$ cat src/rtl/clk_sel_pkg.sv
// clk_sel_pkg: shared state encoding and select constants for the
// glitch-free clock mux sequencer.
package clk_sel_pkg;

    typedef enum logic [1:0] {
        IDLE   = 2'd0,
        CHECK  = 2'd1,
        SETTLE = 2'd2,
        DONE   = 2'd3
    } state_e;

    localparam logic SEL_CLK1 = 1'b1;
    localparam logic SEL_CLK2 = 1'b0;

endpackage

$ cat src/rtl/clk_sel_ctrl_tgl_sync.sv
// tgl_sync: brings a divide-by-2 toggle from a foreign clock domain into
// the reference domain and flags each change as a one-cycle event.
module tgl_sync (
    input  logic clk,
    input  logic rst,
    input  logic tgl,
    output logic evt
);

    logic s1;
    logic s2;
    logic s3;

    always_ff @(posedge clk or posedge rst) begin
        if (rst) begin
            s1 <= 1'b0;
            s2 <= 1'b0;
            s3 <= 1'b0;
        end else begin
            s1 <= tgl;
            s2 <= s1;
            s3 <= s2;
        end
    end

    assign evt = s2 ^ s3;

endmodule

$ cat src/rtl/clk_sel_ctrl.sv
// clk_sel_ctrl: arbitrates clock switch requests, proves the target clock
// is alive, moves the mux select and acknowledges after a settle window.
module clk_sel_ctrl
    import clk_sel_pkg::*;
#(
    parameter int   NREQ       = 2,
    parameter int   WIN_CYC    = 32,
    parameter int   ACT_MIN    = 4,
    parameter int   SETTLE_CYC = 16,
    parameter logic RST_SEL    = SEL_CLK1
) (
    input  logic            clk,
    input  logic            rst,
    input  logic [NREQ-1:0] req_valid,
    input  logic [NREQ-1:0] req_sel,
    output logic [NREQ-1:0] req_ack,
    output logic            req_err,
    input  logic            clk1_tgl,
    input  logic            clk2_tgl,
    output logic            sel,
    output logic            busy
);

    localparam int GW = (NREQ > 1) ? $clog2(NREQ) : 1;
    localparam int WW = $clog2(WIN_CYC + 1);
    localparam int SW = $clog2(SETTLE_CYC + 1);
    localparam int AW = $clog2(ACT_MIN + 1);

    state_e          state;
    state_e          state_nxt;
    logic [GW-1:0]   grant_q;
    logic [GW-1:0]   last_grant;
    logic            tgt_q;
    logic            err_q;
    logic [WW-1:0]   win_cnt;
    logic [SW-1:0]   set_cnt;
    logic [AW-1:0]   act_cnt;
    logic [AW-1:0]   act_nxt;

    logic            req_any;
    logic [GW-1:0]   gnt_idx;
    logic [GW-1:0]   idx;
    logic            tgt_in;
    logic            evt1;
    logic            evt2;
    logic            evt_t;
    logic            win_last;
    logic            set_last;
    logic            alive;

    tgl_sync u_sync1 (
        .clk (clk),
        .rst (rst),
        .tgl (clk1_tgl),
        .evt (evt1)
    );

    tgl_sync u_sync2 (
        .clk (clk),
        .rst (rst),
        .tgl (clk2_tgl),
        .evt (evt2)
    );

    // Round-robin search begins just after the last served requester.
    always_comb begin
        req_any = 1'b0;
        gnt_idx = last_grant;
        idx     = '0;
        for (int i = 1; i <= NREQ; i++) begin
            idx = GW'((int'(last_grant) + i) % NREQ);
            if (!req_any && req_valid[idx]) begin
                req_any = 1'b1;
                gnt_idx = idx;
            end
        end
    end

    assign tgt_in = req_sel[gnt_idx];

    always_comb begin
        evt_t = 1'b0;
        unique case (tgt_q)
            SEL_CLK1: evt_t = evt1;
            SEL_CLK2: evt_t = evt2;
            default:  evt_t = 1'b0;
        endcase
    end

    assign act_nxt  = (evt_t && act_cnt != AW'(ACT_MIN))
                    ? act_cnt + 1'b1 : act_cnt;
    assign alive    = (act_nxt == AW'(ACT_MIN));
    assign win_last = (win_cnt == WW'(WIN_CYC - 1));
    assign set_last = (set_cnt == SW'(SETTLE_CYC - 1));

    always_ff @(posedge clk or posedge rst) begin
        if (rst) begin
            state <= IDLE;
        end else begin
            state <= state_nxt;
        end
    end

    always_comb begin
        state_nxt = state;
        unique case (state)
            IDLE: begin
                if (req_any) begin
                    state_nxt = (tgt_in == sel) ? DONE : CHECK;
                end
            end
            CHECK: begin
                if (win_last) begin
                    state_nxt = alive ? SETTLE : DONE;
                end
            end
            SETTLE: begin
                if (set_last) begin
                    state_nxt = DONE;
                end
            end
            DONE:    state_nxt = IDLE;
            default: state_nxt = IDLE;
        endcase
    end

    always_comb begin
        busy    = (state != IDLE);
        req_ack = '0;
        req_err = 1'b0;
        if (state == DONE) begin
            req_ack[grant_q] = 1'b1;
            req_err          = err_q;
        end
    end

    // sel is only ever moved after the target has proven it toggles.
    always_ff @(posedge clk or posedge rst) begin
        if (rst) begin
            grant_q    <= '0;
            last_grant <= GW'(NREQ - 1);
            tgt_q      <= RST_SEL;
            err_q      <= 1'b0;
            win_cnt    <= '0;
            act_cnt    <= '0;
            set_cnt    <= '0;
            sel        <= RST_SEL;
        end else begin
            unique case (state)
                IDLE: begin
                    if (req_any) begin
                        grant_q <= gnt_idx;
                        tgt_q   <= tgt_in;
                        err_q   <= 1'b0;
                        win_cnt <= '0;
                        act_cnt <= '0;
                    end
                end
                CHECK: begin
                    win_cnt <= win_cnt + 1'b1;
                    act_cnt <= act_nxt;
                    if (win_last) begin
                        if (alive) begin
                            sel     <= tgt_q;
                            set_cnt <= '0;
                        end else begin
                            err_q <= 1'b1;
                        end
                    end
                end
                SETTLE: begin
                    set_cnt <= set_cnt + 1'b1;
                end
                DONE: begin
                    last_grant <= grant_q;
                end
                default: begin
                end
            endcase
        end
    end

endmodule
$ cat config.mk
export PLATFORM = sky130hd
export DESIGN_NAME = clk_sel_ctrl
export DESIGN_NICKNAME = d
export VERILOG_FILES = /design/src/rtl/clk_sel_pkg.sv /design/src/rtl/clk_sel_ctrl_tgl_sync.sv /design/src/rtl/clk_sel_ctrl.sv
export SDC_FILE = /design/constraint.sdc
export NUM_CORES = 1
export LEC_CHECK = 0
export ABC_AREA = 1
export CORE_MARGIN = 2
export CORE_UTILIZATION = 56
export CTS_CLUSTER_DIAMETER = 100
export DETAILED_ROUTE_END_ITERATION = 16
export DONT_BUFFER_PORTS = 1
export PLACE_DENSITY = 0.85
export SYNTH_ARGS = -nofsm -noshare
export SYNTH_HDL_FRONTEND = slang
export SYNTH_SLANG_ARGS = --single-unit
$ cat constraint.sdc
create_clock -name clk -period 1.3 [get_ports clk]
set_input_delay 0.39 -clock clk [delete_from_list [all_inputs] [get_ports clk]]
set_output_delay 0.39 -clock clk [all_outputs]
set_load 0.01 [all_outputs]
# Word level (Yosys, flattened, before mapping)
# Index checks and enable logic that the tools add are counted.
# op_classes
addsub	5
n_lt_le_gt_ge	5
eq_ne	13
mux	33
bitwise	3
reduce_logical	14
# op_table
op	count
$mux 1	16
$pmux 6 s2	1
$mux 2	5
$mux 5	2
$ne 2x2->1 const B	5
$pmux 5 s2	1
$reduce_and 3->1	3
$lt 1x2->1 const B	4
$pmux 2 s4	1
$add 6x1->6 const B	1
$eq 6x5->1 const B	1
$mux 3	2
$mux 6	1
$pmux 3 s2	1
$reduce_bool 2->1	3
$add 5x1->5 const B	1
$eq 5x4->1 const B	1
$eq 2x2->1 const B	2
$pmux 1 s2	2
$reduce_and 2->1	2
$reduce_and 4->1	1
$add 3x1->3 const B	1
$eq 3x3->1 const B	1
$logic_and 1x1->1	3
other kinds (10)	12
# word_totals
register_bits	27
inputBits	8
output_inout_bits	5

# Longest topological paths before layout
# depth
depth_word	13
mapped_depth	13
mapped_depth_nobuf	13

# Hierarchy
# From an unflattened synthesis, not the netlist that was laid out.
# hier_totals
cells_unflattened	194
hier_area_um2	1500.2
# by_module_without_submodules
mod	n_inst	cells_per_inst	area_each_um2	seq_area_each_um2
clk_sel_ctrl	1	176	1305.0	529.3
tgl_sync	2	9	97.6	75.1

# Least setup slack after synthesis
# OpenSTA, ideal clock, no wires.
# synth_path
path_type	reg2reg
startpoint	register state[0]
endpoint	register win_cnt[3]
setup_time_ns	0.078
arrival_ns	1.405
required_time_ns	1.222
setup_slack_ns	-0.182
stages_incl_launch_ff	9
path_buffers	0
synth_period_minus_slack_ns	1.482
path_cell_list	dfrtp_1 inv_1 ha_1 nand2_2 o21ai_2 inv_2 nand4_1 or2_1 a21oi_1
# synth_via
elab_chain_cells	3
# synth_lines
element	line_no	rtl
start, declared	clk_sel_ctrl.sv:29	state_e state;
start signal, assigned	clk_sel_ctrl.sv:100	state <= state_nxt;
$eq 2x1->1 / $logic_not 2->1 (equally long branches)	clk_sel_ctrl.sv:149	unique case (state)
$reduce_bool 2->1 (no line) / $ne 2x2->1 (equally long branches)	-	
$reduce_and 2->1 (no line)	-	
end signal, assigned	clk_sel_ctrl.sv:160	win_cnt <= win_cnt + 1'b1;
end, declared	clk_sel_ctrl.sv:35	logic [WW-1:0] win_cnt;
# Parallel ways exist; a longest one is shown, timed or not.
# A chain may end at the register's enable or synchronous reset.

# Final worst setup path
# layout_path
startpoint	register win_cnt[0]
endpoint	register state[0]
# layout_via
elab_chain_cells	3
# layout_lines
element	line_no	rtl
$eq 6x5->1	clk_sel_ctrl.sv:93	assign win_last = (win_cnt == WW'(WIN_CYC - 1));
$ne 2x2->1 (no line)	-	
$reduce_and 3->1 (no line)	-	
# Every way passes these cells.

==> results.json <==
{
  "status": "complete, but fails checks",
  "violations": "negative setup slack",
  "cp.depth": 10,
  "min_period_ns": 1.909,
  "antennaDiodeCount": 0,
  "drt_iter0_drc": 166,
  "vias_per_cell": 6.177,
  "cap_viol_max_count": 0,
  "rsz0062_at_grt": "true",
  "async_reset_ff_share_pct": 100.0,
  "gr-total-overflow": 0,
  "worstPathArrival_ns": 2.15,
  "cp_data_required_time_ns": 1.55,
  "endpoint_kind": "flip-flop",
  "cts.clk_slew.worst_paths_ns": 0.16,
  "hp-class": "in2reg",
  "drt-total-wl_um": 5841,
  "firstDrtPassIters": 4,
  "final_util_pct": 89.89,
  "grt_first_pass_wirelength_um": 7031,
  "ys_seq_area_share_pct": 45.67,
  "max_stage_delay_ns": 0.43,
  "fin_ws_ns": -0.6094,
  "r2r.worst_path.cells": 10,
  "drc_errors": 0,
  "htree_levels": 1,
  "report.final.hold_viol_count": 0,
  "cts_tree": "done",
  "core_area_um2": 2500,
  "p_leak_nw": 1.106,
  "fp.dieArea_um2": 3085,
  "drive_above_1_share_pct": 49.58,
  "start_util_pct": 59.51,
  "holdCritStartpoint": "clk2_tgl",
  "start_kind": "flip-flop",
  "area_growth_pct": 51.05,
  "fin_crit_sh_pct": 146.9,
  "worst_slew_pin_slew_ns": 0.3930,
  "rows": 18,
  "fin_area_um2": 2247,
  "fill_cells": 90,
  "setup_tns_ns": -8.558,
  "antenna_left": 0,
  "hold_path_depth": 0,
  "final.setup_skew_ns": 0.006932,
  "crit_family": "simple AND/OR/NAND/NOR gates",
  "syn-num-nets": 201,
  "dieWidth_um": 55.54,
  "antenna_found_initial": 0,
  "hold_path_end": "u_sync2.s1",
  "regArea_um2": 680.7,
  "cts.sinks": 27,
  "setup_violations": 25,
  "slew_headroom_pct": 73.77,
  "multi_input_area_um2": 963.4,
  "syn_area_um2": 1488,
  "layout.nets": 254,
  "final_cell_mix": "nand2_1 (35), buf_4 (35), dfrtp_1 (23)",
  "use_met1_pct": 32.36,
  "r2r_setup_slack_ns": -0.61,
  "vias": 1643,
  "wl_per_cell_um": 21.96,
  "cts-root-buf": "clkbuf_4",
  "reg2reg_to": "state[0]",
  "slowest_stage": "dfrtp_1",
  "holdWs_ns": 0.05650,
  "numCtsBuffers": 3,
  "p_per_area_nw_per_um2": 2401,
  "grt-busiest-layer": "met2",
  "grt_pass1_vias": 1579,
  "r2r_start": "win_cnt[0]",
  "fp.dieH_um": 55.54,
  "synthFlopType": "dfrtp_1",
  "synthCells": 184,
  "crit_type": "reg2reg",
  "hpwl_um": 2606,
  "placed_area_um2": 1772,
  "gp_congestion": 0.8248,
  "clock.fmax_mhz": 523.7,
  "cts_buffer_depth": 2,
  "crit_fanout": 4,
  "gr-usage-met2_pct": 52.38,
  "path_buf_inv": 2,
  "grt_max_degree": 17,
  "irDropWorstVdd_mv": 2.084,
  "worstSkewPairLatency_ns": 0.34,
  "pre_cts_ws_ns": -0.2431,
  "grt.total_usage_pct": 28.91,
  "synth_warnings": 0,
  "drv_slew": 0,
  "synth.distinct_cells": 28,
  "synth-seq-cells": 27,
  "port_buffers": 0,
  "met3_usage_pct": 4.684,
  "crit_top_cell": "nand2_1",
  "cp_cell_sequence": "ha_2 -> nand2_1 -> nor2_1 -> inv_1 -> or2_4 -> buf_4 -> a21oi_4 -> nand2_1 -> nand2_1 -> nand2_1",
  "io_pins": 13,
  "synth-edff-count": 0,
  "avgSynthCellArea_um2": 8.085
}
layer usage:
layer	vias up	wire, um
met5	-	0
li1	694	-
met3	50	402
met4	0	399
met2	115	2822
met1	784	2216
where the power goes:
group	total, mW	switching, mW	internal [mW]
clock	0.400	0.282	0.118
sequential	1.34	0.259	1.08
combinational	3.66	2.03	1.62
total	5.40	2.57	2.82
worst reg2reg max path: cells and delay by family (launching register included):
kind | cells | cell delay (ns)
buf+inv | 2 | 0.26
fa+ha+maj | 1 | 0.23
simple gates | 6 | 0.71
flops | 1 | 0.43
compound gates | 1 | 0.19
state kept, by name, summed over array words and instances (netlist names):
name        count
act_cnt         3
err_q           1
grant_q         1
last_grant      1
sel             1
set_cnt         5
state           2
tgt_q           1
u_sync1.s1      1
u_sync1.s2      1
u_sync1.s3      1
u_sync2.s1      1
u_sync2.s2      1
u_sync2.s3      1
win_cnt         6
what timing repair did:
| action | CTS | global route |
|---|---|---|
| pin swaps | 8 | 9 |
| hold buffers | 1 | 0 |
| setup endpoints to repair | 25 | 25 |
| endpoints found under the hold margin | 5 | 0 |
| resized for setup | 39 | 39 |
| buffers inserted | 11 | 10 |
cells by family after synthesis:
logic type / share of synthesized area, %
simple gates: 26.58
buf+inv: 7.822
compound gates: 10.60
flops: 45.67
fa+ha+maj: 7.570
xor+xnor: 1.767
how the worst max path moves through the flow:
stage,to,slack [ns],startpoint
2_1_floorplan,set_cnt[0],-0.14,win_cnt[0]
3_3_place_gp,set_cnt[4],-0.16,win_cnt[1]
3_5_place_dp,set_cnt[2],-0.24,win_cnt[0]
4_1_cts,req_ack[1],-0.27,state[1]
5_1_grt,state[1],-0.60,win_cnt[0]
6_report,state[0],-0.61,win_cnt[0]
stage by stage:
stage / total power [mW] / instances
global route: 5.619 / 266
floorplan: 2.595 / 184
finish: 5.395 / 266
detailed placement: 3.442 / 240
global placement: 3.302 / 240
CTS: 4.397 / 256
final cells by class:
| class | count | area share (%) |
|---|---|---|
| clock inverter | 1 | 0.3341 |
| timing repair buffer | 49 | 18.65 |
| inverter | 29 | 5.178 |
| sequential | 27 | 30.29 |
| tap | 30 | 1.670 |
| multi-input combinational | 127 | 42.87 |
| clock buffer | 3 | 1.002 |
synthesized netlist by cell type, types with 2 or more instances:
library cell / number / area [um2]
a21oi_1: 11 / 55.05
dfrtp_1: 24 / 600.6
dfstp_2: 3 / 78.83
ha_1: 9 / 112.6
inv_1: 28 / 105.1
nand2_1: 50 / 187.7
nand3_1: 14 / 70.07
nor2_1: 11 / 41.29
nor3_1: 2 / 10.01
o21ai_0: 11 / 55.05
o22ai_1: 3 / 18.77
xor2_1: 2 / 17.52
Power figures use the tool's default switching activity.
